--- config.mk ---
export PLATFORM = sky130hd
export DESIGN_NAME = audio_sample_feeder
export DESIGN_NICKNAME = d
export VERILOG_FILES = /design/src/rtl/synth_pkg.sv /design/src/rtl/sync_fifo.sv /design/src/rtl/audio_sample_feeder.sv
export SDC_FILE = /design/constraint.sdc
export NUM_CORES = 1
export LEC_CHECK = 0
export BUFFER_PORTS_ARGS = -buffer_cell sky130_fd_sc_hd__clkbuf_2
export CORE_MARGIN = 2
export CORE_UTILIZATION = 24
export DETAILED_ROUTE_END_ITERATION = 10
export HOLD_SLACK_MARGIN = 0.12
export PLACE_DENSITY = 0.36
export SYNTH_ARGS = -nofsm -noshare
export SYNTH_HDL_FRONTEND = slang
export SYNTH_SLANG_ARGS = --single-unit
--- constraint.sdc ---
create_clock -name clk -period 6.48 [get_ports clk]
set_clock_uncertainty 0.2 [all_clocks]
set_input_delay 0 -clock clk [delete_from_list [all_inputs] [get_ports clk]]
set_output_delay 0 -clock clk [all_outputs]
set_load 0.01 [all_outputs]
--- src/rtl/synth_pkg.sv ---
`default_nettype none
// ============================================================================
//  Package     : synth_pkg
//  Description : Constants and types shared by the synth audio path.
//                CLOCK_FREQUENCY : system clock in Hz
//                SAMPLE_RATE     : default audio sample rate in Hz
//                SAMPLE_W        : generator sample width
//                sample_t        : one generator sample
//  Revision    : 1.0  initial release
// ============================================================================
package synth_pkg;

    localparam int CLOCK_FREQUENCY = 50_000_000;
    localparam int SAMPLE_RATE     = 48_000;
    localparam int SAMPLE_W        = 32;

    typedef logic [SAMPLE_W-1:0] sample_t;

    // Clock cycles per output sample, truncated toward zero.
    function automatic int sample_divider(input int clock_hz, input int rate_hz);
        return clock_hz / rate_hz;
    endfunction

endpackage : synth_pkg
`default_nettype wire

--- src/rtl/sync_fifo.sv ---
`default_nettype none
// ============================================================================
//  Module      : sync_fifo
//  Description : Single-clock FIFO with a combinationally readable head word.
//  Ports       : clk    - clock
//                rst_n  - asynchronous active-low reset (empties the FIFO)
//                push   - write din at the next edge
//                pop    - drop the head word at the next edge
//                din    - write data
//                dout   - current head word (only meaningful when !empty)
//                level  - current occupancy, 0..DEPTH
//                full   - level == DEPTH
//                empty  - level == 0
//  Revision    : 1.0  initial release
// ============================================================================
module sync_fifo #(
    parameter int DEPTH = 8,
    parameter int WIDTH = 32
) (
    input  logic                     clk,
    input  logic                     rst_n,
    input  logic                     push,
    input  logic                     pop,
    input  logic [WIDTH-1:0]         din,
    output logic [WIDTH-1:0]         dout,
    output logic [$clog2(DEPTH):0]   level,
    output logic                     full,
    output logic                     empty
);

    localparam int                 c_ptr_w      = $clog2(DEPTH);
    localparam logic [c_ptr_w:0]   c_full_level = (c_ptr_w + 1)'(DEPTH);
    localparam logic [c_ptr_w-1:0] c_ptr_one    = c_ptr_w'(1);
    localparam logic [c_ptr_w:0]   c_lvl_one    = (c_ptr_w + 1)'(1);

    logic [WIDTH-1:0]   mem_q [DEPTH];
    logic [c_ptr_w-1:0] wr_ptr_q, wr_ptr_d;
    logic [c_ptr_w-1:0] rd_ptr_q, rd_ptr_d;
    logic [c_ptr_w:0]   level_q, level_d;
    logic               wr_en;
    logic               rd_en;

    always_comb begin
        empty = (level_q == '0);
        full  = (level_q == c_full_level);
        // A pop frees a slot in the same cycle, so a full FIFO still takes
        // a write when it is being read.
        rd_en = pop && !empty;
        wr_en = push && (!full || rd_en);

        // DEPTH is a power of two, so the pointers wrap on their own.
        wr_ptr_d = wr_en ? (wr_ptr_q + c_ptr_one) : wr_ptr_q;
        rd_ptr_d = rd_en ? (rd_ptr_q + c_ptr_one) : rd_ptr_q;

        level_d = level_q;
        case ({wr_en, rd_en})
            2'b10:   level_d = level_q + c_lvl_one;
            2'b01:   level_d = level_q - c_lvl_one;
            default: level_d = level_q;
        endcase

        dout  = mem_q[rd_ptr_q];
        level = level_q;
    end

    always_ff @(posedge clk or negedge rst_n) begin
        if (!rst_n) begin
            wr_ptr_q <= '0;
            rd_ptr_q <= '0;
            level_q  <= '0;
        end else begin
            wr_ptr_q <= wr_ptr_d;
            rd_ptr_q <= rd_ptr_d;
            level_q  <= level_d;
        end
    end

    // Storage needs no reset: nothing is read until it has been written.
    always_ff @(posedge clk) begin
        if (wr_en) begin
            mem_q[wr_ptr_q] <= din;
        end
    end

endmodule : sync_fifo
`default_nettype wire

--- src/rtl/audio_sample_feeder.sv ---
`default_nettype none
// ============================================================================
//  Module      : audio_sample_feeder
//  Description : Samples the tone generator output once per sample period,
//                applies a right-shift volume attenuation, buffers the result
//                and hands it to the audio codec core as identical left and
//                right samples through the write/allowed handshake.
//  Ports       : clk                     - system clock
//                reset_n                 - asynchronous active-low reset
//                enable                  - sampling enable (drain always runs)
//                sample_in               - generator output, unsigned
//                volume_shift            - logical right shift 0..7
//                clear_overflow          - pulse, clears overflow
//                audio_out_allowed       - codec has room for a sample
//                write_audio_out         - one-cycle write strobe to codec
//                left_channel_audio_out  - sample to codec
//                right_channel_audio_out - same value as left
//                fifo_level              - buffer occupancy
//                overflow                - sticky, a sample was dropped
//  Revision    : 1.0  initial release
// ============================================================================
module audio_sample_feeder #(
    parameter int CLOCK_FREQUENCY = synth_pkg::CLOCK_FREQUENCY,
    parameter int SAMPLE_RATE     = synth_pkg::SAMPLE_RATE,
    parameter int FIFO_DEPTH      = 8,
    parameter int DATA_W          = synth_pkg::SAMPLE_W
) (
    input  logic                          clk,
    input  logic                          reset_n,
    input  logic                          enable,
    input  logic [DATA_W-1:0]             sample_in,
    input  logic [2:0]                    volume_shift,
    input  logic                          clear_overflow,
    input  logic                          audio_out_allowed,
    output logic                          write_audio_out,
    output logic [DATA_W-1:0]             left_channel_audio_out,
    output logic [DATA_W-1:0]             right_channel_audio_out,
    output logic [$clog2(FIFO_DEPTH):0]   fifo_level,
    output logic                          overflow
);

    import synth_pkg::*;

    localparam int                 c_div    = sample_divider(CLOCK_FREQUENCY, SAMPLE_RATE);
    localparam int                 c_cnt_w  = (c_div > 1) ? $clog2(c_div) : 1;
    localparam logic [c_cnt_w-1:0] c_reload = c_cnt_w'(c_div - 1);
    localparam logic [c_cnt_w-1:0] c_one    = c_cnt_w'(1);
    localparam int                 c_lvl_w  = $clog2(FIFO_DEPTH) + 1;

    // Sample-rate tick
    logic [c_cnt_w-1:0] tick_cnt_q, tick_cnt_d;
    logic               tick;

    // Buffer interface
    logic [DATA_W-1:0]  shifted;
    logic               fifo_push;
    logic               do_pop;
    logic               drop;
    logic [DATA_W-1:0]  fifo_dout;
    logic [c_lvl_w-1:0] fifo_lvl;
    logic               fifo_full;
    logic               fifo_empty;

    // Output registers
    logic               wr_q, wr_d;
    logic [DATA_W-1:0]  chan_q, chan_d;
    logic               ovf_q, ovf_d;

    always_comb begin
        // Counter parks at DIV-1 while disabled, so the first tick after
        // enable rises is a full sample period later.
        tick = enable && (tick_cnt_q == '0);
        if (!enable || tick) begin
            tick_cnt_d = c_reload;
        end else begin
            tick_cnt_d = tick_cnt_q - c_one;
        end

        shifted = sample_in >> volume_shift;

        do_pop    = !fifo_empty && audio_out_allowed;
        fifo_push = tick && (!fifo_full || do_pop);
        drop      = tick && fifo_full && !do_pop;

        // The strobe follows the pop by one cycle; data holds otherwise.
        wr_d   = do_pop;
        chan_d = do_pop ? fifo_dout : chan_q;

        // A drop in the same cycle as a clear keeps the flag set.
        ovf_d = drop | (ovf_q & ~clear_overflow);
    end

    always_ff @(posedge clk or negedge reset_n) begin
        if (!reset_n) begin
            tick_cnt_q <= c_reload;
            wr_q       <= 1'b0;
            chan_q     <= '0;
            ovf_q      <= 1'b0;
        end else begin
            tick_cnt_q <= tick_cnt_d;
            wr_q       <= wr_d;
            chan_q     <= chan_d;
            ovf_q      <= ovf_d;
        end
    end

    sync_fifo #(
        .DEPTH (FIFO_DEPTH),
        .WIDTH (DATA_W)
    ) u_fifo (
        .clk   (clk),
        .rst_n (reset_n),
        .push  (fifo_push),
        .pop   (do_pop),
        .din   (shifted),
        .dout  (fifo_dout),
        .level (fifo_lvl),
        .full  (fifo_full),
        .empty (fifo_empty)
    );

    assign write_audio_out         = wr_q;
    assign left_channel_audio_out  = chan_q;
    assign right_channel_audio_out = chan_q;
    assign fifo_level              = fifo_lvl;
    assign overflow                = ovf_q;

endmodule : audio_sample_feeder
`default_nettype wire

======== Word level (Yosys, flattened, before mapping) ========
Memories as Yosys holds them, arrays and structs flattened. A register that Yosys moved wholly into a read port is not among the register bits.
Index checks and enable logic that the tools add are counted.
word-level totals
  register bits ........................... 23
  bits in latches ......................... 0
  memory bits (writable) .................. 256
  bits in read-only memories .............. 0
  output and inout port bits .............. 70
  memories ................................ 1
operators by class
  $add $sub $neg .......................... 5
  multiply operators ...................... 0
  div/mod/pow operators ................... 0
  $lt $le $gt $ge ......................... 0
  equal/unequal tests ..................... 3
  shifts and indexed selects .............. 1
  multiplexer cells ....................... 4
  bitwise logic cells ..................... 3
  reductions and logical operators ........ 18
memory list
  memory        words  bits a word  rd ports  clocked after Yosys merged registers in  write ports  RTL line         text
  u_fifo.mem_q  8      32           1         1                                        1            sync_fifo.sv:36  logic [WIDTH-1:0] mem_q [DEPTH];
operator list
  kind                                                 count
  >> shifter 32 x 3 -> 32 bit                          1
  zero test 11 bit                                     1
  2-to-1 mux 11 bit                                    1
  subtractor 11 x 1 -> 11 bit (second input constant)  1
  one-hot mux 4 bit (2 select lines)                   1
  logical AND 1 bit                                    7
  adder 3 x 1 -> 3 bit (second input constant)         2
  zero test 1 bit                                      5
  adder 4 x 1 -> 4 bit (second input constant)         1
  == test 4 bit (second input constant)                1
  zero test 4 bit                                      1
  subtractor 4 x 1 -> 4 bit (second input constant)    1
  logical OR 1 bit                                     3
  == test 2 x 1 -> 1 bit (second input constant)       1
  == test 2 bit (second input constant)                1
  2-to-1 mux 1 bit                                     2
  nonzero test 2 bit                                   1
  AND 1 bit                                            1
  NOT 1 bit                                            1
  bitwise OR 1 bit                                     1

======== Depth between registers and ports, before layout ========
  depth in word-level cells ............... 8
  mapped depth ............................ 12

======== By module ========
From an unflattened synthesis, not the netlist that was laid out.
second synthesis, totals
  cells, all modules ...................... 709
  area total of the unflattened synthesis .. 13397.8 um^2
by module, submodules not included
  module               times used  cells each  area each (um^2)
  sync_fifo            1           437         10266.1
  audio_sample_feeder  1           272         3131.8

======== Worst setup path after synthesis ========
OpenSTA, ideal clock, no wires.
  path type ............................... register to register
  from .................................... reg tick_cnt_q[5]
  to ...................................... mem u_fifo.mem_q[0][0] (enable)
  setup time .............................. 0.501 ns
  arrival time ............................ 4.220 ns
  required time ........................... 5.779 ns
  path slack .............................. 1.558 ns
  cell stages (with the launch flop) ...... 5
  clock period less this slack ............ 4.922 ns
  cells stage by stage .................... dfrtp_1 nor4_4 and3_4 nand2_4 nor4_1
between the ends
  cells in the longest elaborated chain, start to end .. 6
ends and longest elaborated chain
  item                                    RTL line                    text
  from (decl)                             audio_sample_feeder.sv:51   logic [c_cnt_w-1:0] tick_cnt_q, tick_cnt_d;
  from (signal assigned)                  audio_sample_feeder.sv:95   tick_cnt_q <= c_reload;
  from (signal assigned)                  audio_sample_feeder.sv:100  tick_cnt_q <= tick_cnt_d;
  zero test 11 bit                        audio_sample_feeder.sv:72   tick = enable && (tick_cnt_q == '0);
  logical AND 1 bit                       audio_sample_feeder.sv:72
  logical AND 1 bit                       audio_sample_feeder.sv:82   fifo_push = tick && (!fifo_full || do_pop);
  logical AND 1 bit                       sync_fifo.sv:49             wr_en = push && (!full || rd_en);
  2-to-1 mux 1 bit                        sync_fifo.sv:80             if (wr_en) begin
  2-to-1 mux 1 bit (not written as such)  sync_fifo.sv:81             mem_q[wr_ptr_q] <= din;
  to (decl)                               sync_fifo.sv:36
Every way passes these cells.

======== Worst setup path after layout ========
  from .................................... reg u_fifo.level_q[2], in the netlist u_fifo.level[2]
  to ...................................... reg u_fifo.level_q[2], in the netlist u_fifo.level[2]
between the ends
  cells in the longest elaborated chain, start to end .. 8
  elaborated cells on any way between the ends .. 16
ends and longest elaborated chain
  item                                                                             RTL line                                    text
  from (decl)                                                                      sync_fifo.sv:39                             logic [c_ptr_w:0] level_q, level_d;
  from (signal assigned)                                                           sync_fifo.sv:74                             level_q <= level_d;
  zero test 4 bit *                                                                sync_fifo.sv:44                             empty = (level_q == '0);
  zero test 1 bit *                                                                sync_fifo.sv:48, audio_sample_feeder.sv:81
  logical AND 1 bit                                                                audio_sample_feeder.sv:81                   do_pop = !fifo_empty && audio_out_allowed;
  logical AND 1 bit *                                                              sync_fifo.sv:48                             rd_en = pop && !empty;
  net u_fifo.rd_en                                                                 sync_fifo.sv:41                             logic rd_en;
  logical OR 1 bit                                                                 sync_fifo.sv:49
  logical AND 1 bit                                                                sync_fifo.sv:49
  == test 2 x 1 -> 1 bit / == test 2 bit (equally long branches)                   sync_fifo.sv:56                             case ({wr_en, rd_en})
  one-hot mux 4 bit (2 select lines) / nonzero test 2 bit (equally long branches)  --
Mark *: on every way through the listed nets, which the timed path passes. The rest lies on a longest branch.
A chain may end at the register's enable or synchronous reset.

==> parameters.txt <==
Parameter                              Value

Detailed routing
  Iteration-0 DRC Markers ... 406
  First-pass iteration count of the detailed router ... 4
  Mean routed wirelength per cell ... 21.0 um
  Total DRC errors in the routed layout ... 0
  Via count of the routed design ... 7,006
  Post-detailed-routing wire length ... 34,000 um
  Avg Vias per Cell ... 4.34
  Antenna-violating nets left ... 0

CTS
  Latest clock arrival within the worst-skew pair ... 0.55 ns
  Number of instances resized during post-cts repair ... 0
  Post-CTS setup repair buffer count ... 0
  Clock-pin transition on the worst setup and hold timing paths ... 0.06 ns
  TritonCTS Buffers ... 38
  TritonCTS clock tree ... done
  Count of hold buffers inserted by post-cts repair ... 53
  Maximum count of clock buffers along a single path ... 3
  CTS H-tree lvls ... 2
  Clock Tree Root ... clkbuf_16
  Clock Sink Count ... ~310

STA
  Number of hold-slack violations in the final timing report ... 0
  Final cycle utilization of the critical path ... between 40 and 50%
  Count of pins over their slew limit ... 0
  Final Setup Violations ... 0
  Post-route setup slack ... around 3.3 ns
  Measured slew at the worst slew-check pin ... 1.05 ns
  Peak clock frequency supported by timing ... 314 MHz
  Slew margin rel. ... between 20% and 30%
  Min Tclk post-route ... 3.19 ns
  Worst hold slack ... between 0.15 and 0.2 ns
  Setup repair after global routing missed its margin ... false
  Setup_tns ... 0 ns

Yosys
  Synthesized flop and latch total ... 311
  Sequential element share of the synthesized area ... 68.8%
  Post-synth cell types ... 38
  Area share of the largest cell type after synthesis ... 58.3%
  Cell taking the most area after synthesis ... edfxtp_1
  Post-synth ARST share ... 17.7%
  Number of nets in the synthesized netlist ... 791
  Post-Syn Instances ... 744
  Top FF cell, synth ... edfxtp_1
  Yosys synthesis warning count ... 0
  Post-synthesis instance area ... 13,200 um^2
  Cell types with the largest area share after synthesis ... edfxtp_1, mux4_2, dfrtp_1
  Syn_area_per_cell ... 17.7 um^2
  Count of flip-flops with a built-in enable after synthesis ... 256

Worst setup path
  Capture instance of the worst register-to-register path ... u_fifo.level[2]$_DFFE_PN0P_
  Buffer and inverter count on the worst path ... 2
  Cell type with the highest occurrence count on the critical path ... xor2_1
  Crit path largest cell delay ... 0.64 ns
  Crit path max fanout ... 68
  Slowest CP cell ... buf_4
  Worst path top cell family by delay ... buffers and inverters
  Crit Path Category ... register to register
  Setup slack on the worst flop-to-flop path ... 3.29 ns
  Endpoint arrival time on the critical path ... 3.40 ns
  Cell chain of the critical path ... o41ai_4 > buf_4 > inv_1 > ha_1 > xor2_1 > ha_1 > a21oi_1 > xor2_1 > nor2_1 > xor2_1
  Reg-to-reg startpoint ... u_fifo.level[2]$_DFFE_PN0P_
  Crit. End Element ... register
  Path depth of the worst reg2reg path ... 10
  Kind of start point of the critical path ... register
  Endpoint required time on the critical path ... 6.69 ns

Floorplanning
  Floorplan core area ... 54,000 um^2
  Starting utilization of the core area ... 24.4%
  Height of the die ... 238 um
  Width of the die ... around 240 um
  Number of top-level pins ... 110
  Rows ... 85
  Area enclosed by the die boundary ... 56,800 um^2

Global routing
  Combined global-route utilization of all metal layers ... 12.4%
  GRT Residual Overflow ... 0
  Largest net degree at the start of global routing ... 69
  Met2 layer usage reported by global route ... 19.9%
  Initial antenna violation count ... 0
  Number of global-route vias before repair ... around 7,500
  First-pass GRT wire length ... 50,700 um
  Global-route met3 utilization ... 2.06%
  Routing layer with the top usage in global route ... met2
  Routing usage on met1 ... 16.8%

Power
  Worst vdd rail ir drop ... 0.000144 V
  Switching component of the power ... 1.82 mW
  Power density cells ... ~380 nW/um^2
  Relative contribution of sequential cells to total power ... between 40% and 50%
  Combinational share of power ... 23.8%
  Cell Int Power ... between 4 and 5 mW
  Clock Power Share ... between 30% and 40%
  Fraction of power spent switching nets ... between 20 and 30%
  Leakage power of the design ... 5.68 nW

Finish
  Fraction of final layout cells with drive strength greater than 1 ... 32.1%
  Non-filler cells, final ... between 1,500 and 2,000
  Total inserted antenna cells ... 0
  Final Net Count ... 938
  Layout area overhead ... 21.9%

Placement
  Setup Slack @ Placement ... 3.25 ns
  Count of port buffers added during placement ... 109
  Post-DP HPWL ... around 19,000 um
  Last weighted congestion value of the routability-driven placer ... 0.685
  Dpl cells ... 1,494

Worst hold path
  Min-Delay Startpoint ... sample_in[1]
  Min-delay worst type ... input pin to register
  Cell depth of the worst min-delay path ... 4
  Min-Delay Endpoint ... u_fifo.mem_q[3][1]$_DFFE_PP_

Outcome
  Status ... finished, final reports clean

Job
  Max-cap violations ... 0
## layout make-up
type / count / area [um^2]
inverter: 8 / 30.0
tap: 696 / 871
sequential: 311 / 9070
fill: 5322 / 38000
clock inverter: 16 / 136
clock buffer: 53 / 1050
multi-input combinational: 355 / 3700
timing repair buffer: 177 / 1210
## placed cells by master (no fill, tap or decap), types with 4 or more instances in the layout
cell	synthesis	layout
xnor2_1	6	6
nor2_1	17	14
buf_4	43	16
nand3_1	7	7
nand2b_1	6	6
o21ai_0	43	43
clkbuf_16	0	39
mux4_2	81	81
mux2i_1	50	50
edfxtp_1	256	256
ha_1	7	7
xor2_1	10	10
nor3_2	0	4
dfrtp_1	53	50
inv_1	7	7
clkinv_2	0	9
clkbuf_1	9	12
nand2_1	75	75
dlygate4sd3_1	0	52
clkbuf_2	0	108
a21oi_1	10	10
mux2_2	15	15
## cells by family (layout without fill, tap and decap cells)
family / after synthesis / after routing / share of synthesized area, %
adder cells (fa/ha/maj): 7 / 7 / 0.665
AO/OA/AOI/OAI: 59 / 59 / 2.37
AND/OR/NAND/NOR: 126 / 126 / 4.45
multiplexers: 147 / 147 / 19.0
flip-flops: 311 / 311 / 68.8
XOR/XNOR: 16 / 16 / 1.06
buffers and inverters: 78 / 254 / 3.60
## registers in the layout, summed over array words and instances (netlist names)
name and flops:
write_audio_out 1, overflow 1, u_fifo.wr_ptr_q 3, left_channel_audio_out 32, u_fifo.mem_q 256, tick_cnt_q 11, u_fifo.level 4, u_fifo.rd_ptr_q 3
## routing by layer
| layer | up-vias | share of wire [%] |
|---|---|---|
| li1 | 3174 | - |
| met3 | 50 | 3.5 |
| met2 | 145 | 48 |
| met5 | - | 0 |
| met1 | 3637 | 46 |
| met4 | 0 | 2.4 |
## tightest hold or removal path, cell delays in order
cell and delay [ns]:
clkbuf_2 0.08, mux2_2 0.30, o21ai_0 0.19, a21oi_1 0.17
## worst max-delay path by stage
stage	from	to	slack (ns)	depth (start not counted)
CTS	u_fifo.level[2]$_DFFE_PN0P_	u_fifo.level[2]$_DFFE_PN0P_	3.23	10
floorplan	tick_cnt_q[5]$_DFF_PN0_	u_fifo.mem_q[0][0]$_DFFE_PP_	1.56	4
detailed placement	u_fifo.level[2]$_DFFE_PN0P_	u_fifo.level[2]$_DFFE_PN0P_	3.25	10
finish	u_fifo.level[2]$_DFFE_PN0P_	u_fifo.level[2]$_DFFE_PN0P_	3.29	10
global placement	u_fifo.level[2]$_DFFE_PN0P_	u_fifo.level[2]$_DFFE_PN0P_	3.25	10
global route	u_fifo.level[2]$_DFFE_PN0P_	u_fifo.level[2]$_DFFE_PN0P_	3.02	10
## synth_stat cells (all sizes together) (2+ instances only)
cell type / count
nor3: 6
nor2: 17
clkbuf: 9
a21oi: 10
ha: 7
nand2b: 6
inv: 7
dfstp: 2
nor4: 4
nand4b: 2
o21ai: 44
mux2: 16
buf: 61
o22ai: 3
mux2i: 50
mux4: 81
nand3b: 2
dfrtp: 53
and3b: 2
nand3: 7
edfxtp: 256
xor2: 10
nand2: 76
xnor2: 6
## power groups by stage
stage                     clock network, mW  logic (mW)  registers (mW)
after detailed placement                  0        1.47            2.67
after floorplan                           0        1.18            2.53
final                                  2.04        1.45            2.60
after global routing                   2.20        1.61            2.65
after global placement                    0        1.48            2.66
after CTS                              2.12        1.50            2.63
## per-stage QoR
| step | instance area [um^2] | utilization (%) | total power, mW |
|---|---|---|---|
| 6_report | 16100 | 29.7 | 6.10 |
| 2_1_floorplan | 13200 | - | 3.71 |
| 3_5_place_dp | 14300 | 26.5 | 4.13 |
| 5_1_grt | 16100 | 29.7 | 6.47 |
| 4_1_cts | 16100 | 29.7 | 6.25 |
| 3_3_place_gp | 14300 | 26.5 | 4.14 |
(Power assumes the default switching activity.)
